==> src/rtl/proc_pkg.sv <==
// ----------------------------------------------------------------------------
// proc_pkg
//   Shared processor definitions used by the data stack and its RAM.
//   - NBDATA_DFLT : default data word width (accumulator/ALU width)
//   - stk_op_t    : stack operation formed as {push, pop}
//   - depth()     : stack capacity in words for a given address width
// ----------------------------------------------------------------------------
package proc_pkg;

   localparam int NBDATA_DFLT = 32;

   // Operation code as seen by the stack, built directly from {push, pop}.
   typedef enum logic [1:0] {
      STK_NOP  = 2'd0,
      STK_POP  = 2'd1,
      STK_PUSH = 2'd2,
      STK_REPL = 2'd3
   } stk_op_t;

   // Total capacity, TOS register included.
   function automatic int depth(input int nbstck);
      return 1 << nbstck;
   endfunction

endpackage

==> src/rtl/stack_ram.sv <==
// ----------------------------------------------------------------------------
// stack_ram
//   Register-file RAM holding the lower stack entries (everything below TOS).
//   Synchronous write, asynchronous read, contents not reset. Kept as a plain
//   array so it maps onto distributed RAM or can be swapped for a primitive.
//
//   Ports:
//     clk    in   clock, rising edge
//     we     in   write enable
//     waddr  in   write address  [NBSTCK-1:0]
//     wdata  in   write data     [NBDATA-1:0]
//     raddr  in   read address   [NBSTCK-1:0]
//     rdata  out  read data      [NBDATA-1:0], combinational from raddr
// ----------------------------------------------------------------------------
module stack_ram
   import proc_pkg::*;
#(
   parameter int NBDATA = NBDATA_DFLT,
   parameter int NBSTCK = 4
) (
   input  logic              clk,
   input  logic              we,
   input  logic [NBSTCK-1:0] waddr,
   input  logic [NBDATA-1:0] wdata,
   input  logic [NBSTCK-1:0] raddr,
   output logic [NBDATA-1:0] rdata
);

   logic [NBDATA-1:0] mem [depth(NBSTCK)];

   always_ff @(posedge clk) begin
      if (we) begin
         mem[waddr] <= wdata;
      end
   end

   assign rdata = mem[raddr];

endmodule

==> src/rtl/data_stack_fx.sv <==
// ----------------------------------------------------------------------------
// data_stack_fx
//   Hardware LIFO serving the decoder's dsp_push/dsp_pop strobes. The top of
//   stack lives in a register so the ALU can consume it in the same cycle the
//   popping instruction executes; lower entries live in stack_ram.
//
//   Ports:
//     clk      in   clock, rising edge
//     rst      in   asynchronous active-high reset
//     push     in   push din onto the stack
//     pop      in   remove TOS (push & pop together = replace TOS)
//     din      in   word to push              [NBDATA-1:0]
//     clr_err  in   synchronous clear of ovf/udf
//     tos      out  registered top of stack   [NBDATA-1:0]
//     nos      out  next of stack, 0 when fewer than two entries
//     count    out  number of valid entries   [NBSTCK:0], 0..DEPTH
//     empty    out  count == 0
//     full     out  count == DEPTH
//     ovf      out  sticky: push refused because the stack was full
//     udf      out  sticky: pop refused because the stack was empty
// ----------------------------------------------------------------------------
module data_stack_fx
   import proc_pkg::*;
#(
   parameter int NBDATA = NBDATA_DFLT,
   parameter int NBSTCK = 4
) (
   input  logic              clk,
   input  logic              rst,
   input  logic              push,
   input  logic              pop,
   input  logic [NBDATA-1:0] din,
   input  logic              clr_err,
   output logic [NBDATA-1:0] tos,
   output logic [NBDATA-1:0] nos,
   output logic [NBSTCK:0]   count,
   output logic              empty,
   output logic              full,
   output logic              ovf,
   output logic              udf
);

   localparam int              DEPTH     = depth(NBSTCK);
   localparam logic [NBSTCK:0] CNT_ZERO  = '0;
   localparam logic [NBSTCK:0] CNT_ONE   = (NBSTCK+1)'(1);
   localparam logic [NBSTCK:0] CNT_TWO   = (NBSTCK+1)'(2);
   localparam logic [NBSTCK:0] CNT_DEPTH = (NBSTCK+1)'(DEPTH);
   localparam logic [NBSTCK-1:0] IDX_ONE = NBSTCK'(1);
   localparam logic [NBSTCK-1:0] IDX_TWO = NBSTCK'(2);

   logic [NBDATA-1:0] tos_reg, tos_next;
   logic [NBSTCK:0]   count_reg, count_next;
   logic              ovf_reg, ovf_next;
   logic              udf_reg, udf_next;

   logic              ram_we;
   logic [NBSTCK-1:0] ram_waddr;
   logic [NBSTCK-1:0] ram_raddr;
   logic [NBDATA-1:0] ram_rdata;
   logic [NBSTCK-1:0] count_lo;
   logic              empty_int;
   logic              full_int;
   stk_op_t           op;

   // Status is decoded from the registered count only, never from the strobes.
   assign empty_int = (count_reg == CNT_ZERO);
   assign full_int  = (count_reg == CNT_DEPTH);

   // The low NBSTCK bits of count are enough for RAM addressing: the write
   // address (count-1) is only used when not full, and for the read address
   // (count-2) the full case wraps the low bits to exactly DEPTH-2.
   assign count_lo  = count_reg[NBSTCK-1:0];
   assign ram_waddr = count_lo - IDX_ONE;
   assign ram_raddr = count_lo - IDX_TWO;

   assign op = stk_op_t'({push, pop});

   stack_ram #(
      .NBDATA (NBDATA),
      .NBSTCK (NBSTCK)
   ) u_ram (
      .clk   (clk),
      .we    (ram_we),
      .waddr (ram_waddr),
      .wdata (tos_reg),
      .raddr (ram_raddr),
      .rdata (ram_rdata)
   );

   always_comb begin
      tos_next   = tos_reg;
      count_next = count_reg;
      ram_we     = 1'b0;
      // A new error raised this cycle overrides a simultaneous clear.
      ovf_next   = ovf_reg & ~clr_err;
      udf_next   = udf_reg & ~clr_err;

      case (op)
         STK_PUSH: begin
            if (full_int) begin
               ovf_next = 1'b1;
            end else begin
               // The old TOS sinks into RAM; nothing to spill when empty.
               ram_we     = ~empty_int;
               tos_next   = din;
               count_next = count_reg + CNT_ONE;
            end
         end
         STK_POP: begin
            if (empty_int) begin
               udf_next = 1'b1;
            end else if (count_reg >= CNT_TWO) begin
               tos_next   = ram_rdata;
               count_next = count_reg - CNT_ONE;
            end else begin
               tos_next   = '0;
               count_next = CNT_ZERO;
            end
         end
         STK_REPL: begin
            // Replace never touches RAM and is never flagged; on an empty
            // stack it degenerates to a plain push.
            tos_next = din;
            if (empty_int) begin
               count_next = CNT_ONE;
            end
         end
         default: begin
         end
      endcase
   end

   always_ff @(posedge clk or posedge rst) begin
      if (rst) begin
         tos_reg   <= '0;
         count_reg <= CNT_ZERO;
         ovf_reg   <= 1'b0;
         udf_reg   <= 1'b0;
      end else begin
         tos_reg   <= tos_next;
         count_reg <= count_next;
         ovf_reg   <= ovf_next;
         udf_reg   <= udf_next;
      end
   end

   assign tos   = tos_reg;
   assign nos   = (count_reg >= CNT_TWO) ? ram_rdata : '0;
   assign count = count_reg;
   assign empty = empty_int;
   assign full  = full_int;
   assign ovf   = ovf_reg;
   assign udf   = udf_reg;

endmodule

==> config.mk <==
export PLATFORM = sky130hd
export DESIGN_NAME = data_stack_fx
export DESIGN_NICKNAME = d
export VERILOG_FILES = /design/src/rtl/proc_pkg.sv /design/src/rtl/stack_ram.sv /design/src/rtl/data_stack_fx.sv
export SDC_FILE = /design/constraint.sdc
export NUM_CORES = 1
export LEC_CHECK = 0
export ABC_AREA = 1
export ABC_CLOCK_PERIOD_IN_PS = 3600
export BUFFER_PORTS_ARGS = -buffer_cell sky130_fd_sc_hd__buf_2
export CAP_MARGIN = 40
export CORE_MARGIN = 1.5
export CORE_UTILIZATION = 50
export DETAILED_ROUTE_END_ITERATION = 6
export MAX_ROUTING_LAYER = met4
export PLACE_DENSITY = 0.67
export SLEW_MARGIN = 20
export SYNTH_ARGS = -nofsm -noshare
export SYNTH_HDL_FRONTEND = slang
export SYNTH_HIERARCHICAL = 1
export SYNTH_SLANG_ARGS = --single-unit
==> constraint.sdc <==
create_clock -name clk -period 3.6 [get_ports clk]
set_input_delay 0.36 -clock clk [delete_from_list [all_inputs] [get_ports clk]]
set_output_delay 0.36 -clock clk [all_outputs]
set_load 0.05 [all_outputs]
# --- Word-level counts from Yosys, hierarchy flattened ---
# Memories as Yosys holds them, arrays and structs flattened.
# Cells that the tools add are included.
word_totals:
  reg_bits: 39
  mem_bits_rw: 512
  input_bits: 37
  out_inout_bits: 73
  elab_cells: 42
  n_memories: 1
classes:
  addsub: 4
  magnitude_cmp: 1
  eq_ne: 7
  n_mux: 17
  bitwise: 4
  n_reduce_logical: 4
memory_table:
  columns: ["name", "depth", "word_bits", "rd", "rd_clocked_by_memory_dff", "write_ports", "line", "source"]
  rows:
  - ["u_ram.mem", 16, 32, 1, 0, 1, "stack_ram.sv:29", "logic [NBDATA-1:0] mem [depth(NBSTCK)];"]
op_table:
  columns: ["cell", "count"]
  rows:
  - ["$mux W32", 3]
  - ["$pmux W32 S3", 1]
  - ["$mux W5", 4]
  - ["$pmux W5 S3", 1]
  - ["$mux W1", 8]
  - ["$ne A2 B2 Y1 const B", 3]
  - ["$add A5 B1 Y5 const B", 1]
  - ["$eq A5 B5 Y1 const B", 1]
  - ["$ge A5 B2 Y1 const B", 1]
  - ["$logic_not A5 Y1", 1]
  - ["$sub A5 B1 Y5 const B", 1]
  - ["$eq A2 B2 Y1 const B", 2]
  - ["$reduce_and A4 Y1", 1]
  - ["$sub A4 B1 Y4 const B", 1]
  - ["$sub A4 B2 Y4 const B", 1]
  - ["$reduce_and A3 Y1", 1]
  - ["$reduce_bool A3 Y1", 1]
  - ["$and A1 B1 Y1", 2]
  - ["$eq A2 B1 Y1 const B", 1]
  - ["$not A1 Y1", 2]

# --- Longest topological paths before layout ---
logic_depth:
  depth_word: 6
  depth_mapped: 14
  depth_no_buf: 11

# --- Modules after synthesis ---
# Netlist, hierarchy kept.
by_module_without_submodules:
  columns: ["module", "n_inst", "cells_each", "area_per_inst_um2", "seq_area_each_um2"]
  rows:
  - ["stack_ram", 1, 2088, 22089.9, 15374.7]
  - ["data_stack_fx", 1, 406, 2595.0, 975.9]

# --- Worst setup path after synthesis ---
# Ideal clock, no wire load.
synth_path:
  path_kind: "flip-flop to flip-flop"
  start: "reg count_reg[1], in the netlist count[1]"
  end: "mem u_ram/mem[12][0] (netlist name), enable pin"
  setup_time_ps: 421
  arrival_ps: 3035
  required_time_ps: 3179
  setup_slack_ps: 144
  path_stages_with_launch: 6
  path_buffers: 0
  synth_period_minus_slack_ps: 3456
  cell_sequence: "dfrtp_1 > inv_1 > ha_1 > a21boi_0 > nand3_1 > nor2_1"
synth_between:
  elab_chain_len: 6
  elab_cells_between_ends: 8
  cone_classes: "1 x add/sub; 1 x eq/ne; 4 x mux; 1 x bitwise; 1 x reduce/logical"
synth_lines:
  columns: ["item", "line", "source"]
  rows:
  - ["start: declaration", "data_stack_fx.sv:52", "logic [NBSTCK:0] count_reg, count_next;"]
  - ["start signal: assignment", "data_stack_fx.sv:141", "count_reg <= count_next;"]
  - ["$logic_not A5 Y1", "data_stack_fx.sv:66", "assign empty_int = (count_reg == CNT_ZERO);"]
  - ["$not A1 Y1", "data_stack_fx.sv:104", "ram_we = ~empty_int;"]
  - ["$mux W1 *", "data_stack_fx.sv:100", "if (full_int) begin"]
  - ["$mux W1 *", "data_stack_fx.sv:98", "case (op)"]
  - ["net ram_we", "data_stack_fx.sv:56", "logic ram_we;"]
  - ["$mux W1 *", "stack_ram.sv:32", "if (we) begin"]
  - ["$mux W1 (not written as such) *", "stack_ram.sv:33", "mem[waddr] <= wdata;"]
  - ["end: declaration", "stack_ram.sv:29", null]
# Mark *: on every way through the listed nets, which the timed path passes. The rest lies on a longest branch.

# --- Worst setup path in the final report ---
layout_path:
  start: "reg count_reg[1], in the netlist count[1]"
  end: "out nos[11]"
layout_between:
  elab_chain_len: 3
  elab_cells_between_ends: 4
  cone_classes: "1 x add/sub; 1 x order compare; 1 x mux; 1 x memory"
layout_lines:
  columns: ["item", "line", "source"]
  rows:
  - ["$sub A4 B2 Y4", "data_stack_fx.sv:74", "assign ram_raddr = count_lo - IDX_TWO;"]
  - ["net ram_raddr[1]", "data_stack_fx.sv:58", "logic [NBSTCK-1:0] ram_raddr;"]
  - ["$mem_v2 Z16 W32", null, null]
  - ["net ram_rdata[11]", "data_stack_fx.sv:59", "logic [NBDATA-1:0] ram_rdata;"]
  - ["$mux W32", "data_stack_fx.sv:148", "assign nos = (count_reg >= CNT_TWO) ? ram_rdata : '0;"]
  - ["end: declaration", "data_stack_fx.sv:35", "output logic [NBDATA-1:0] nos,"]
# The timed path passes the listed nets, and every way through them passes these cells.

==> key figures <==
Critical path
  • Critical path launch point type: flip-flop
  • Crit end category: output pin
  • Critical path fanouts, max: 24
  • Crit Path Class: reg2out
  • Worst path slowest cell: dfrtp_2
  • Crit-path cells: inv_6, ha_2, xor2_4, buf_4, clkinv_1, buf_6, nand3_1, nand2_1, inv_1, nor2_1, buf_2
  • Req. time, crit path: 3.24 ns
  • WP data arrival: 3.14 ns
  • CP max stage delay: 0.48 ns

Finish
  • # diodes: 0
  • Fillers: 4158
  • Post-route cell area: 27900 µm²
  • Fin nets: roughly 2600
  • Area growth, synth to finish: 13.2%
  • Number of flip-flops in the largest register: 512
  • Finished Core Util: 57.2%
  • Proportion of layout cells with a drive suffix above 1: around 11%

Logic synthesis
  • Seq/Total Area, Yosys: 66.2%
  • Predominant post-synthesis flop cell: edfxtp_1
  • Synth cell types: 27
  • Syn Std Cell Area: roughly 25000 µm²
  • Post-Syn Instances: 2494
  • Largest cells by area after synthesis: edfxtp_1 (62%), nand2_1 (13%), nand3_1 (8.6%)
  • Area share of the largest cell type after synthesis: 62.3%
  • Avg Inst Size Synth: 9.90 µm²
  • Syn nets: between 2000 and 3000
  • Top cells by count, synth: nand2_1 (874), edfxtp_1 (512), inv_1 (434)
  • YS warnings: 6
  • Largest area contributor in the netlist: edfxtp_1
  • Count leader, synth: nand2_1
  • Ys async rst share: 7.08%
  • Post-synth EDFFs: 512
  • #FFs+latches synth: ~550

Placement
  • Placer Congestion: 0.851
  • Setup WS pre-CTS: 0.447 ns
  • Post-DP HPWL: roughly 36 mm
  • IO buf count: approximately 110
  • DP Area: around 26000 µm²

Global route
  • Initial antenna violation count: 0
  • GR Util All Layers: 26.6%
  • Total gr overflow: 0
  • Number of global-route vias before repair: 17000
  • Largest net degree at the start of global routing: 236
  • First-pass GRT wire length: 98.6 mm

STA
  • # setup viols final: 0
  • Clock skew: 0.0193 ns
  • Fmax: 286 MHz
  • RSZ-0062 raised after global routing: false
  • Final TNS setup: 0 ns
  • Endpoints failing hold: 0
  • Period minus WS final: 3.50 ns
  • Worst Tran Pin Value: 1.16 ns
  • Period utilisation layout: 97.2%
  • Max transition margin: 23.0%
  • Setup ws final: 0.100 ns
  • Pins Over Slew Limit: 0

Outcome
  • Status: finished, final reports clean

Clocking
  • CTS Buf Count: 56
  • CTS max path bufs: 3
  • Root Buffer: clkbuf_16
  • H-tree depth: 2
  • CTS tree: built
  • Clk slew on worst S/H paths: 0.06 ns
  • Skew-Pair Late Insertion Delay: 0.62 ns
  • Sink Count: 551

Die
  • # IOs: 110
  • Num rows: just over 80
  • Die area: 50700 µm²
  • Die Span X: ~230 µm
  • Initial Utilization: roughly half
  • Die height: 225 µm
  • Core area: 48800 µm²

Pwr
  • Pwr Density: 947 nW/µm²
  • Worst VDD drop: roughly 1.4 mV
  • Leakage: 12.6 nW
  • Total power draw: 26.5 mW

Drt
  • Post-route ant nets: 0
  • DRT iter0 DRCs: 1815
  • DR WL/cell: between 15 and 20 µm
  • # DRC: 0
  • Detailed-route via count: 17500
  • Final WL: 64.2 mm
  • DR pass1 iterations: 5
  • Routed vias/inst: 5.27

Flow run
  • Number of max-cap violations: 0

Hold path
  • Hold/Removal Path Class: in2reg
==> metrics by stage <==
stage,std cells,hold WS [ns]
CTS,3316,0.00158
floorplan,2494,0.520
finish,3316,0.0250
global route,3316,0.0456
global placement,3204,0.476
detailed placement,3205,0.477
==> cells in the final DEF (no fill, tap or decap), types with 3 or more instances in the layout <==
| cell | synthesis | routed |
|---|---|---|
| a21oi_1 | 3 | 3 |
| buf_12 | 1 | 14 |
| buf_2 | 54 | 109 |
| buf_4 | 11 | 47 |
| bufinv_16 | 0 | 7 |
| clkbuf_1 | 14 | 12 |
| clkbuf_16 | 0 | 56 |
| clkinv_1 | 0 | 12 |
| clkinv_2 | 0 | 16 |
| dfrtp_1 | 39 | 37 |
| dlygate4sd3_1 | 0 | 5 |
| edfxtp_1 | 512 | 512 |
| ha_1 | 7 | 6 |
| inv_1 | 434 | 429 |
| inv_2 | 4 | 5 |
| inv_4 | 2 | 3 |
| inv_6 | 0 | 3 |
| nand2_1 | 874 | 874 |
| nand3_1 | 426 | 426 |
| nor2_1 | 50 | 34 |
| nor2_4 | 2 | 18 |
| o21ai_0 | 3 | 3 |
==> cell type report <==
type	count	area (µm²)	area share (%)
Tap cell	664	831	2.97
Clock buffer	68	1450	5.18
Inverter	440	1670	5.97
Multi-Input combinational cell	1377	5980	21.4
Sequential cell	551	16400	58.5
Clock inverter	38	384	1.37
Timing Repair Buffer	178	1280	4.58
==> kinds of logic (layout without fill, tap and decap cells) <==
logic type | after synthesis | after routing | share of synthesized area [%]
fa+ha+maj | 7 | 7 | 0.355
buf+inv | 566 | 724 | 10.1
compound gates | 9 | 9 | 0.208
xor+xnor | 2 | 2 | 0.0710
simple gates | 1359 | 1359 | 23.0
flops | 551 | 551 | 66.2
==> worst max-delay path: cells and delay by family, from the launching register on <==
kind	cells	cell delay (ns)
xor gates and xnor gates	1	0.09
and+or+nand+nor	3	0.44
DFF	1	0.48
buffers and inverters	6	1.19
adders and majority gates	1	0.30
==> worst paths after layout <==
check	start	slack, ns	to	depth (start not counted)
min in group asynchronous	rst	0.37	tos[11]	3
setup / recovery	count[1]	0.10	nos[11]	11
max in group asynchronous	rst	2.45	tos[2]	4
setup reg to reg	count[0]	0.37	u_ram/mem[0][2]	6
hold / removal	din[24]	0.03	tos[24]	5
hold reg to reg	ovf	0.54	ovf	1
==> report_power, final <==
group	total [mW]	switching [mW]	internal (mW)
Combinational	11.4	8.61	2.79
Clock	5.84	2.47	3.37
Sequential	9.22	0.881	8.34
==> metal layers <==
metal  up-vias  track usage (%)  share of wire (%)
met1      8395             36.2                 42
met3       120             4.05                8.6
met5         -                -                  0
met4         0             8.62                2.8
li1       8192                -                  -
met2       771             41.4                 47
==> timing repair <==
item                                    CTS  global route
endpoints found under the setup margin   32             8
resized for setup                         5             2
gates cloned                              0             0
pin swaps                                 0             0
buffers inserted                          0             0
hold buffers                              5             0
hold endpoints to repair                 24             0
(Power assumes the default switching activity.)
